### src/rtl/player_ctl_if.sv
// Player controller bus: timing/button inputs toward the block, sprite and shot outputs back.
interface player_ctl_if;
  logic        vblnk_in;
  logic        btn_left;
  logic        btn_right;
  logic        btn_fire;
  logic [11:0] xpos;
  logic        shot_req;
  logic [11:0] shot_x;

  modport slave  (input  vblnk_in, btn_left, btn_right, btn_fire,
                  output xpos, shot_req, shot_x);
  modport master (output vblnk_in, btn_left, btn_right, btn_fire,
                  input  xpos, shot_req, shot_x);
endinterface

### src/rtl/player_ctl.sv
// Player sprite controller: per-frame horizontal movement with saturation and a
// rate-limited fire FSM that emits a one-cycle shot request.
module player_ctl #(
  parameter int STEP     = 4,
  parameter int X_INIT   = 400,
  parameter int X_MAX    = 976,
  parameter int COOLDOWN = 16,
  parameter int SHOT_OFS = 22
) (
  input logic          pclk,
  input logic          rst,
  player_ctl_if.slave  bus
);
  localparam logic [11:0] STEP_W  = 12'(STEP);
  localparam logic [11:0] XINIT_W = 12'(X_INIT);
  localparam logic [11:0] XMAX_W  = 12'(X_MAX);
  localparam logic [11:0] XLIM_W  = 12'(X_MAX - STEP);
  localparam logic [11:0] OFS_W   = 12'(SHOT_OFS);
  localparam logic [4:0]  CD_W    = 5'(COOLDOWN);

  typedef enum logic [1:0] {S_READY, S_FIRE, S_COOLDOWN} state_t;

  // bit order {fire, right, left}
  logic [2:0]  btn_meta_q, btn_meta_d;
  logic [2:0]  btn_sync_q, btn_sync_d;
  logic        vblnk_q, vblnk_d;
  logic        armed_q, armed_d;
  logic [11:0] xpos_q, xpos_d;
  logic        frame_tick;
  logic        left_sync, right_sync, fire_sync;

  state_t      state_q;
  logic [4:0]  cd_cnt_q;
  logic        shot_req_q;
  logic [11:0] shot_x_q;

  assign left_sync  = btn_sync_q[0];
  assign right_sync = btn_sync_q[1];
  assign fire_sync  = btn_sync_q[2];

  // armed_q masks the first post-reset cycle, where vblnk_q is still forced low
  assign frame_tick = armed_q & bus.vblnk_in & ~vblnk_q;

  always_comb begin
    btn_meta_d = {bus.btn_fire, bus.btn_right, bus.btn_left};
    btn_sync_d = btn_meta_q;
    vblnk_d    = bus.vblnk_in;
    armed_d    = 1'b1;
    xpos_d     = xpos_q;
    if (frame_tick) begin
      case ({right_sync, left_sync})
        2'b01:   xpos_d = (xpos_q < STEP_W) ? 12'd0 : xpos_q - STEP_W;
        2'b10:   xpos_d = (xpos_q > XLIM_W) ? XMAX_W : xpos_q + STEP_W;
        default: xpos_d = xpos_q;
      endcase
    end
  end

  always_ff @(posedge pclk) begin
    if (!rst) begin
      btn_meta_q <= '0;
      btn_sync_q <= '0;
      vblnk_q    <= 1'b0;
      armed_q    <= 1'b0;
      xpos_q     <= XINIT_W;
    end else begin
      btn_meta_q <= btn_meta_d;
      btn_sync_q <= btn_sync_d;
      vblnk_q    <= vblnk_d;
      armed_q    <= armed_d;
      xpos_q     <= xpos_d;
    end
  end

  // shot_req/shot_x are registered alongside the FIRE transition so they are
  // visible exactly while the FSM sits in FIRE, using the post-move xpos
  always_ff @(posedge pclk) begin
    if (!rst) begin
      state_q    <= S_READY;
      cd_cnt_q   <= 5'd0;
      shot_req_q <= 1'b0;
      shot_x_q   <= 12'd0;
    end else begin
      shot_req_q <= 1'b0;
      case (state_q)
        S_READY: begin
          if (frame_tick && fire_sync) begin
            state_q    <= S_FIRE;
            shot_req_q <= 1'b1;
            shot_x_q   <= xpos_d + OFS_W;
          end
        end
        S_FIRE: begin
          state_q  <= S_COOLDOWN;
          cd_cnt_q <= CD_W;
        end
        S_COOLDOWN: begin
          if (frame_tick) begin
            if (cd_cnt_q == 5'd1) state_q <= S_READY;
            else                  cd_cnt_q <= cd_cnt_q - 5'd1;
          end
        end
        default: state_q <= S_READY;
      endcase
    end
  end

  assign bus.xpos     = xpos_q;
  assign bus.shot_req = shot_req_q;
  assign bus.shot_x   = shot_x_q;
endmodule

### src/flat_wrapper.sv
// flat-port wrapper written by rule: the top's interface ports become plain ports
module player_ctl_flat 
#(
  parameter int STEP     = 4,
  parameter int X_INIT   = 400,
  parameter int X_MAX    = 976,
  parameter int COOLDOWN = 16,
  parameter int SHOT_OFS = 22
)
  (pclk, rst, bus_vblnk_in, bus_btn_left, bus_btn_right, bus_btn_fire, bus_xpos, bus_shot_req, bus_shot_x);
  player_ctl_if bus_i ();
  input logic pclk;
  input logic rst;
  input wire logic [$bits(bus_i.vblnk_in)-1:0] bus_vblnk_in;
  input wire logic [$bits(bus_i.btn_left)-1:0] bus_btn_left;
  input wire logic [$bits(bus_i.btn_right)-1:0] bus_btn_right;
  input wire logic [$bits(bus_i.btn_fire)-1:0] bus_btn_fire;
  output wire logic [$bits(bus_i.xpos)-1:0] bus_xpos;
  output wire logic [$bits(bus_i.shot_req)-1:0] bus_shot_req;
  output wire logic [$bits(bus_i.shot_x)-1:0] bus_shot_x;
  assign bus_i.vblnk_in = bus_vblnk_in;
  assign bus_i.btn_left = bus_btn_left;
  assign bus_i.btn_right = bus_btn_right;
  assign bus_i.btn_fire = bus_btn_fire;
  assign bus_xpos = bus_i.xpos;
  assign bus_shot_req = bus_i.shot_req;
  assign bus_shot_x = bus_i.shot_x;
  player_ctl #(.STEP(STEP), .X_INIT(X_INIT), .X_MAX(X_MAX), .COOLDOWN(COOLDOWN), .SHOT_OFS(SHOT_OFS)) u_core (.pclk(pclk), .rst(rst), .bus(bus_i));
endmodule
### config.mk
export PLATFORM = sky130hd
export DESIGN_NAME = player_ctl_flat
export DESIGN_NICKNAME = d
export VERILOG_FILES = /design/src/rtl/player_ctl_if.sv /design/src/rtl/player_ctl.sv /design/src/flat_wrapper.sv
export SDC_FILE = /design/constraint.sdc
export NUM_CORES = 1
export LEC_CHECK = 0
export ABC_AREA = 1
export BUFFER_PORTS_ARGS = -buffer_cell sky130_fd_sc_hd__buf_2
export CAP_MARGIN = 30
export CORE_ASPECT_RATIO = 0.7
export CORE_MARGIN = 2
export CORE_UTILIZATION = 40
export DETAILED_ROUTE_END_ITERATION = 8
export GPL_TIMING_DRIVEN = 0
export HOLD_SLACK_MARGIN = 0.12
export SLEW_MARGIN = 40
export SYNTH_ARGS = -nofsm -noshare
export SYNTH_HDL_FRONTEND = slang
export SYNTH_SLANG_ARGS = --single-unit
### constraint.sdc
create_clock -name pclk -period 6.85 [get_ports pclk]
set_clock_uncertainty 0.05 [all_clocks]
set_input_delay 1.37 -clock pclk [delete_from_list [all_inputs] [get_ports pclk]]
set_output_delay 1.37 -clock pclk [all_outputs]
set_load 0.02 [all_outputs]
==> impl_metrics.tcl, run 1 <==
set metrics [dict create \
    worst_setup_path_start_kind "input pin" \
    r2r-start "u_core.bus.xpos[2]" \
    ys_ff_latch 40 \
    clock_sinks 40 \
    grt_overflow 0 \
    fmax_ghz 0.3249 \
    cellPowerDensity_nw_per_um2 200.0 \
    hold_violations 0 \
    drc 0 \
    syn_to_final_growth_pct 14.73 \
    cp_max_fo 7 \
    r2r-end "u_core.bus.shot_x[11]" \
    seqCellArea_um2 800.8 \
    maxCapViolCount 0 \
    grt_pass1_vias 2030 \
    finalSetupTns_ns 0 \
    period_minus_slack_ns 3.078 \
    min_from "u_core.btn_meta_q[0]" \
    cts_root_buf "clkbuf_8" \
    dpl_cell_area_um2 2804 \
    die-area_um2 7056 \
    rows 24 \
    synth_cell_types 38 \
    dp.cells 463 \
    avgRoutedWirePerCell_um 12.50 \
    r2r_cells 18 \
    cts_max_path_buffers 2 \
    synth_area_per_cell_um2 7.201 \
    clkTransAtPathRegs_ns 0.08 \
    syn_inst 355 \
    path_common_cell "nand2_1" \
    gp_congestion 0.8708 \
    antenna_found_initial 0 \
    layout_commonest_cell "nand2_1" \
    status "finished clean" \
    arrival_ns 3.23 \
    grt_max_degree 13 \
    die_h_um 70.89 \
    vias 2275 \
    tightest_slew_ns 0.6066 \
    drt_first_pass_iters 6 \
    dp_hpwl_um 4489 \
    grt_pass1_wl_um 9680 \
    final_util 0.4718 \
    io_buffers 30 \
    cts_resized 0 \
    critPathKind "in -> reg" \
    critPathCaptureType "flop" \
    routed_via_density 4.840 \
    critPathLaunch "bus_vblnk_in" \
    rrSetupSlack_ns 4.22 \
    crit_slowest_cell "ha_1" \
    worstPathRequired_ns 7.00 \
    async_flop_share 0 \
    h-tree-depth 2 \
    layout_worst_path_cycle_share 0.4493 \
    syn-num-nets 371 \
    peakVddDrop_mv 0.1301 \
    min_path_type "reg -> reg" \
    mostFrequentLayoutCells "79 x nand2_1, 43 x inv_1, 40 x dfxtp_1" \
    io_pins 31 \
    rsz0062_at_grt "no" \
    synth.yosys.seq_area_share 0.3133 \
    slowest_delay_ns 0.20 \
    finalNonFillerCells 470 \
    setup_viol 0 \
    worstPathCellList "buf_2, nand2_1, nor2_4, inv_2, nor2_8, inv_2, nor2_1, a21oi_1, ha_1, inv_1, nand3_1, nand2_1, nand2_4, nor2_4, nand2_1, nand2_1, nand3_1, nand2_1, inv_1" \
    track_usage 0.1742 \
    insertedDiodeCount 0 \
    drt_iter0_drc 88 \
    multi_input_area_um2 1476 \
    cts_hold_buffers 0 \
    numCtsBuffers 5 \
    clkLatencyLatePin_ns 0.29 \
    synth_flop_cell "dfxtp_1" \
    fp.dieW_um 99.55 \
    total_power_w 0.0005866 \
    synth-edff-count 0 \
    slew_headroom 0.5956 \
    holdPathEnd "u_core.btn_sync_q[0]" \
    leakage_nw 1.415 \
    postCtsSetupBuffers 0 \
    fin_area_um2 2933 \
    synth.yosys.warnings 0 \
    hold_path_depth 2 \
    drive_above_1_share 0.2577 \
    ant_nets 0 \
    core_region_area_um2 6216 \
    slew_violations 0 \
    synth_area_um2 2556 \
    initial_utilization 0.4112 \
    nNetsFinal 408 \
    wl_um 5875 \
    cts_tree "done" \
    fillCellCount 665 \
]
==> state kept, by name (all words and copies together), names as in the netlist <==
register,flops
u_core.btn_sync_q,3
u_core.bus.xpos,12
u_core.vblnk_q,1
u_core.bus.shot_req,1
u_core.armed_q,1
u_core.state_q,2
u_core.bus.shot_x,12
u_core.cd_cnt_q,5
u_core.btn_meta_q,3
==> cell families after synthesis <==
group,synth area share
AO/OA/AOI/OAI,0.1013
XOR/XNOR,0.03035
flip-flops,0.3133
AND/OR/NAND/NOR,0.3970
adder cells (fa/ha/maj),0.04895
buffers and inverters,0.1091
==> worst max-delay path by stage <==
stage,to,cells after the start
3_3_place_gp,u_core.bus.shot_x[11],18
5_1_grt,u_core.bus.shot_x[11],19
4_1_cts,u_core.bus.shot_x[11],19
3_5_place_dp,u_core.bus.shot_x[11],19
2_1_floorplan,u_core.bus.shot_x[11],18
6_report,u_core.bus.shot_x[11],19
==> through the flow <==
| step | hold slack, ns | setup slack, ns |
|---|---|---|
| finish | 0.3652 | 3.772 |
| global route | 0.3868 | 3.497 |
| CTS | 0.3685 | 3.754 |
| detailed placement | 0.3489 | 3.448 |
| global placement | 0.3447 | 3.428 |
| floorplan | 0.3405 | 3.831 |
==> Yosys cell counts (2+ instances only) <==
library cell  number  area, µm²
ha_1              10      125.1
buf_4              2      15.01
xor2_1             5      43.79
buf_6              4      45.04
o221ai_1           2      17.52
nand3_1           23      115.1
inv_2             10      37.54
xnor2_1            2      17.52
nand2_2           13      81.33
o21bai_1           3      22.52
nand2_4            5      56.30
clkbuf_1           4      15.01
nand2_1           79      296.5
a21oi_1           10      50.05
o21ai_1            6      30.03
nand4_1            6      37.54
nor2_1            37      138.9
nand3_2            5      50.05
nor2_4             7      78.83
nor2_8             3      60.06
dfxtp_1           40      800.8
o21ai_0           14      70.07
nor2_2             7      43.79
a31oi_1            2      12.51
inv_1             43      161.4
==> final cells by class <==
class	instances	share of cell area
plain buffers	11	0.02730
clock inverters	2	0.02048
flip-flops and latches	40	0.2730
repair buffers	30	0.05119
clock buffers	5	0.02346
multi-input cells	251	0.5034
inverters	53	0.06783
well taps	78	0.03328
==> power breakdown <==
part | internal (W) | total (W) | switching (W)
clock | 0.000143 | 0.000229 | 0.0000854
combinational | 0.0000356 | 0.0000997 | 0.0000641
sequential | 0.000247 | 0.000258 | 0.0000108
total | 0.000426 | 0.000587 | 0.000160
==> worst max-delay path, delay by kind of cell <==
kind | cells | cell delay, ns
AOI/OAI and AO/OA | 1 | 0.11
and+or+nand+nor | 12 | 1.19
buffers and inverters | 5 | 0.36
adders and majority gates | 1 | 0.20
==> per-layer routing <==
layer | up-vias | track usage | wire length, µm
met2 | 53 | 0.2605 | 2466
met5 | - | 0 | 0
met3 | 7 | 0.03953 | 380
li1 | 1190 | - | -
met4 | 0 | 0.04262 | 59
met1 | 1025 | 0.2549 | 2969
(Power assumes the default switching activity.)
==> inputs of run 2 (changes only) <==
Settings changed: ABC_AREA 1 to 0.
Clock period 6.85 ns to 3.2 ns, I/O delays scaled along.
==> impl_metrics.tcl, run 2 <==
set metrics [dict create \
    clock_sinks 40 \
    r2r_cells 11 \
    grt_pass1_wl_um 9439 \
    cp_max_fo 7 \
    grt_max_degree 13 \
    avgRoutedWirePerCell_um 14.84 \
    synth.yosys.warnings 0 \
    setup_viol 0 \
    crit_slowest_cell "or4_4" \
    fillCellCount 578 \
    io_buffers 30 \
    synth.area.top_cells "dfxtp_1 35%, ha_1 5.4%, nor2_1 5.4%, nand2_1 4.7%, nand3_1 4.6%" \
    h-tree-depth 2 \
    cellPowerDensity_nw_per_um2 379.1 \
    leakage_nw 1.071 \
    peakVddDrop_mv 0.2021 \
    track_usage 0.1956 \
    synth_area_um2 2307 \
    cts_max_path_buffers 2 \
    dp_hpwl_um 4454 \
    syn_to_final_growth_pct 16.59 \
    antenna_found_initial 0 \
    hold_ws_ns 0.3850 \
    synth_commonest_cells "40 x dfxtp_1, 33 x nor2_1, 29 x nand2_1" \
    fmax_ghz 0.3268 \
    insertedDiodeCount 0 \
    clkTransAtPathRegs_ns 0.07 \
    synth.yosys.seq_area_share 0.3471 \
    fp.dieW_um 94.78 \
    ys_ff_latch 40 \
    rsz0062_at_grt "yes" \
    core_region_area_um2 5640 \
    fin_area_um2 2690 \
    drc 0 \
    path_common_cell "and4bb_1" \
    clkLatencyLatePin_ns 0.29 \
    cts_tree "done" \
    worstPathCellList "inv_1, ha_1, and4bb_1, clkbuf_2, nand2_2, o31a_1, or4_4, buf_6, a211o_1, and4bb_1, o31ai_2" \
    synth_flop_cell "dfxtp_1" \
    mostFrequentLayoutCells "40 x dfxtp_1, 33 x buf_2, 33 x nor2_1" \
    syn-num-nets 303 \
    slew_headroom 0.6164 \
    io_pins 31 \
    synth_top_area_frac 0.3471 \
    worstPathRequired_ns 3.33 \
    dpl_cell_area_um2 2556 \
    status "finished clean" \
    initial_utilization 0.4091 \
    yosysMostFrequentCell "dfxtp_1" \
    routed_via_density 5.450 \
    vias 2191 \
    async_flop_share 0 \
    yosysTopAreaCell "dfxtp_1" \
    layout_worst_path_cycle_share 0.9562 \
    synth_area_per_cell_um2 8.039 \
    critPathCaptureType "flop" \
    ant_nets 0 \
    gp_congestion 0.8917 \
    synth_cell_types 63 \
    wl_um 5967 \
    slowest_delay_ns 0.48 \
    period_minus_slack_ns 3.060 \
    cts_root_buf "clkbuf_8" \
    numCtsBuffers 5 \
    cts_hold_buffers 0 \
    rows 23 \
    drive_above_1_share 0.1896 \
    min_path_type "reg -> reg" \
    finalSetupTns_ns 0 \
    hold_path_depth 1 \
    grt_overflow 0 \
    maxCapViolCount 0 \
    arrival_ns 3.19 \
    die_h_um 67.54 \
    layout_commonest_cell "dfxtp_1" \
    drt_first_pass_iters 4 \
    worst_setup_path_start_kind "flop" \
    nNetsFinal 342 \
    grt_pass1_vias 1841 \
    synth-edff-count 0 \
    critPathKind "reg -> reg" \
    die-area_um2 6401 \
    syn_inst 287 \
    hold_violations 0 \
    tightest_slew_ns 0.5674 \
    slew_violations 0 \
    drt_iter0_drc 189 \
]
run 2: layout make-up:
cell class / count / area (µm²) / area share
clock inverter: 2 / 35.03 / 0.01302
buffer: 13 / 68.82 / 0.02558
inverter: 18 / 67.56 / 0.02512
tap: 75 / 93.84 / 0.03488
multi-input combinational: 216 / 1389 / 0.5163
clock buffer: 6 / 72.57 / 0.02698
timing repair buffer: 32 / 162.7 / 0.06047
sequential: 40 / 800.8 / 0.2977
run 2: worst paths after layout:
| path | slack [ns] | start | end |
|---|---|---|---|
| max | 0.14 | u_core.btn_sync_q[0] | u_core.bus.shot_x[10] |
| min | 0.39 | u_core.btn_meta_q[2] | u_core.btn_sync_q[2] |
| max reg2reg | 0.14 | u_core.btn_sync_q[0] | u_core.bus.shot_x[10] |
| min reg2reg | 0.39 | u_core.btn_meta_q[2] | u_core.btn_sync_q[2] |
run 2: repair_timing:
item / 4_1_cts / 5_1_grt
endpoints found under the setup margin: 0 / 6
buffers inserted: 0 / 1
gates resized for setup: 0 / 6
run 2: logic make-up after synthesis:
| family | after synthesis | share of synthesized area |
|---|---|---|
| XOR/XNOR | 3 | 0.01139 |
| adder cells (fa/ha/maj) | 10 | 0.05423 |
| AO/OA/AOI/OAI | 66 | 0.2153 |
| flip-flops | 40 | 0.3471 |
| AND/OR/NAND/NOR | 136 | 0.3091 |
| buffers and inverters | 31 | 0.05856 |
| multiplexers | 1 | 0.004339 |
run 2: power breakdown:
group	internal [W]	switching, W	total, W
Clock	0.000232	0.000180	0.000412
Combinational	0.0000324	0.0000631	0.0000955
Sequential	0.000507	0.00000541	0.000513
Total	0.000771	0.000249	0.00102
run 2: layer usage:
metal | up-vias | part of all wire | global-route usage | wire length [µm]
met2 | 69 | 0.40 | 0.2562 | 2380
met4 | 0 | 0.0092 | 0.06703 | 55
li1 | 1103 | - | - | -
met5 | - | 0 | 0 | 0
met3 | 6 | 0.072 | 0.04129 | 429
met1 | 1013 | 0.52 | 0.3073 | 3101
run 2: worst max-delay path: cells and delay by family (launching register included):
kind                       cells  cell delay [ns]
buffers and inverters          3             0.41
AOI/OAI and AO/OA              3             0.70
adders and majority gates      1             0.30
and+or+nand+nor                4             1.14
DFF                            1             0.34
run 2: stage by stage:
stage | std cells | total power [W] | worst slack, ns | utilization
finish | 402 | 0.001020 | 0.1401 | 0.4769
floorplan | 287 | 0.0005893 | 0.4008 | -
detailed placement | 393 | 0.0006171 | 0.05510 | 0.4532
global route | 402 | 0.001065 | -0.007880 | 0.4769
CTS | 401 | 0.001028 | 0.04082 | 0.4723
global placement | 392 | 0.0006169 | -0.02823 | 0.4523
==> inputs of run 3 (changes only) <==
Settings changed: CORE_UTILIZATION 40 to 52, PLACE_DENSITY set to 0.73.
==> impl_metrics.tcl, run 3 (synthesized netlist as in run 2, its figures left out) <==
set metrics [dict create \
    status "finished clean" \
    critPathKind "reg -> reg" \
    vias 2251 \
    grt_max_degree 14 \
    r2r_cells 11 \
    dpl_cell_area_um2 2530 \
    rsz0062_at_grt "no" \
    cts_root_buf "clkbuf_8" \
    antenna_found_initial 0 \
    track_usage 0.2443 \
    wl_um 5892 \
    tightest_slew_ns 0.6190 \
    avgRoutedWirePerCell_um 15.42 \
    mostFrequentLayoutCells "40 x dfxtp_1, 33 x nor2_1, 32 x buf_2" \
    critPathLaunch "u_core.btn_sync_q[0]" \
    use_met2 0.3543 \
    clock_sinks 40 \
    hold_violations 0 \
    slew_headroom 0.5815 \
    worstPathRequired_ns 3.33 \
    clkLatencyLatePin_ns 0.29 \
    peakVddDrop_mv 0.4000 \
    initial_utilization 0.5360 \
    min_path_type "reg -> reg" \
    grt_overflow 0 \
    io_buffers 30 \
    cp_max_fo 7 \
    cts_tree "done" \
    layout_worst_path_cycle_share 0.9518 \
    routed_via_density 5.893 \
    rrSetupSlack_ns 0.15 \
    grt_pass1_wl_um 9549 \
    rows 20 \
    critPathCaptureType "flop" \
    gp_congestion 0.9272 \
    crit_end "u_core.bus.shot_x[10]" \
    insertedDiodeCount 0 \
    setup_viol 0 \
    drive_above_1_share 0.1865 \
    die_h_um 59.73 \
    finalNonFillerCells 382 \
    die-area_um2 4994 \
    r2r-end "u_core.bus.shot_x[10]" \
    gr-usage-met3 0.05801 \
    nNetsFinal 342 \
    ant_nets 0 \
    grt_pass1_vias 1889 \
    maxCapViolCount 0 \
    h-tree-depth 2 \
    cts_max_path_buffers 2 \
    drt_iter0_drc 281 \
    total_power_w 0.001021 \
    io_pins 31 \
    slew_violations 0 \
    final_util 0.6195 \
    period_minus_slack_ns 3.046 \
    numCtsBuffers 5 \
    fp.dieW_um 83.62 \
    fmax_ghz 0.3283 \
    cellPowerDensity_nw_per_um2 383.1 \
    worst_setup_path_start_kind "flop" \
    grt_most_used_layer "met1" \
    core_region_area_um2 4304 \
    leakage_nw 1.069 \
    drt_first_pass_iters 5 \
    fin_area_um2 2666 \
    dp_hpwl_um 4333 \
    dp.cells 373 \
    r2r-start "u_core.btn_sync_q[0]" \
    met1_usage 0.3719 \
    layout_commonest_cell "dfxtp_1" \
    syn_to_final_growth_pct 15.56 \
    arrival_ns 3.18 \
    fin_ws_ns 0.1542 \
    clkTransAtPathRegs_ns 0.08 \
    drc 0 \
    dp_slack_ns 0.04183 \
]
==> run 3: critical path, cell delays in order, from the launching register on <==
cell,delay [ns]
dfxtp_1,0.34
inv_1,0.05
ha_1,0.31
and4bb_1,0.29
clkbuf_4,0.19
nand2_1,0.12
o31a_1,0.31
or4_4,0.48
buf_6,0.15
a211o_1,0.31
and4bb_1,0.27
o31ai_2,0.06
==> run 3: area by class of cell <==
type                            count  area [µm²]
Buffer                             13       71.32
Clock buffer                        5       68.82
Clock inverter                      3       42.54
Fill cell                         375        1638
Inverter                           18       67.56
Multi-Input combinational cell    216        1385
Sequential cell                    40       800.8
Tap cell                           55       68.82
Timing Repair Buffer               32       161.4
==> run 3: report_power, final <==
| part | internal (W) | total, W | switching, W |
|---|---|---|---|
| clock | 0.000231 | 0.000413 | 0.000182 |
| sequential | 0.000507 | 0.000513 | 0.00000558 |
| combinational | 0.0000326 | 0.0000960 | 0.0000634 |
| total | 0.000771 | 0.00102 | 0.000251 |
==> run 3: worst min path at each step <==
stage	startpoint	end	slack [ns]	cells past startpoint
finish	u_core.btn_meta_q[1]	u_core.btn_sync_q[1]	0.39	1
global route	u_core.btn_meta_q[1]	u_core.btn_sync_q[1]	0.39	1
CTS	u_core.btn_meta_q[1]	u_core.btn_sync_q[1]	0.39	1
detailed placement	u_core.btn_meta_q[1]	u_core.btn_sync_q[1]	0.37	1
global placement	u_core.btn_meta_q[1]	u_core.btn_sync_q[1]	0.37	1
floorplan	u_core.btn_meta_q[0]	u_core.btn_sync_q[0]	0.36	1
==> run 3: what timing repair did <==
action,4_1_cts,5_1_grt
gates resized for setup,0,7
setup buffers,0,1
endpoints found under the setup margin,0,6
hold buffers,0,0
endpoints found under the hold margin,0,0
==> run 3: metal layers <==
layer | wire length (µm) | part of all wire | vias to the layer above
met2 | 2383 | 0.40 | 95
met3 | 456 | 0.077 | 8
met5 | 0 | 0 | -
met1 | 3008 | 0.51 | 1033
met4 | 43 | 0.0073 | 0
li1 | - | - | 1115
==> run 3: through the flow <==
step                      setup TNS (ns)  hold WS (ns)
after floorplan                        0        0.3619
after global placement         -0.005980        0.3686
after detailed placement               0        0.3677
after CTS                              0        0.3877
after global routing                   0        0.3947
final                                  0        0.3880
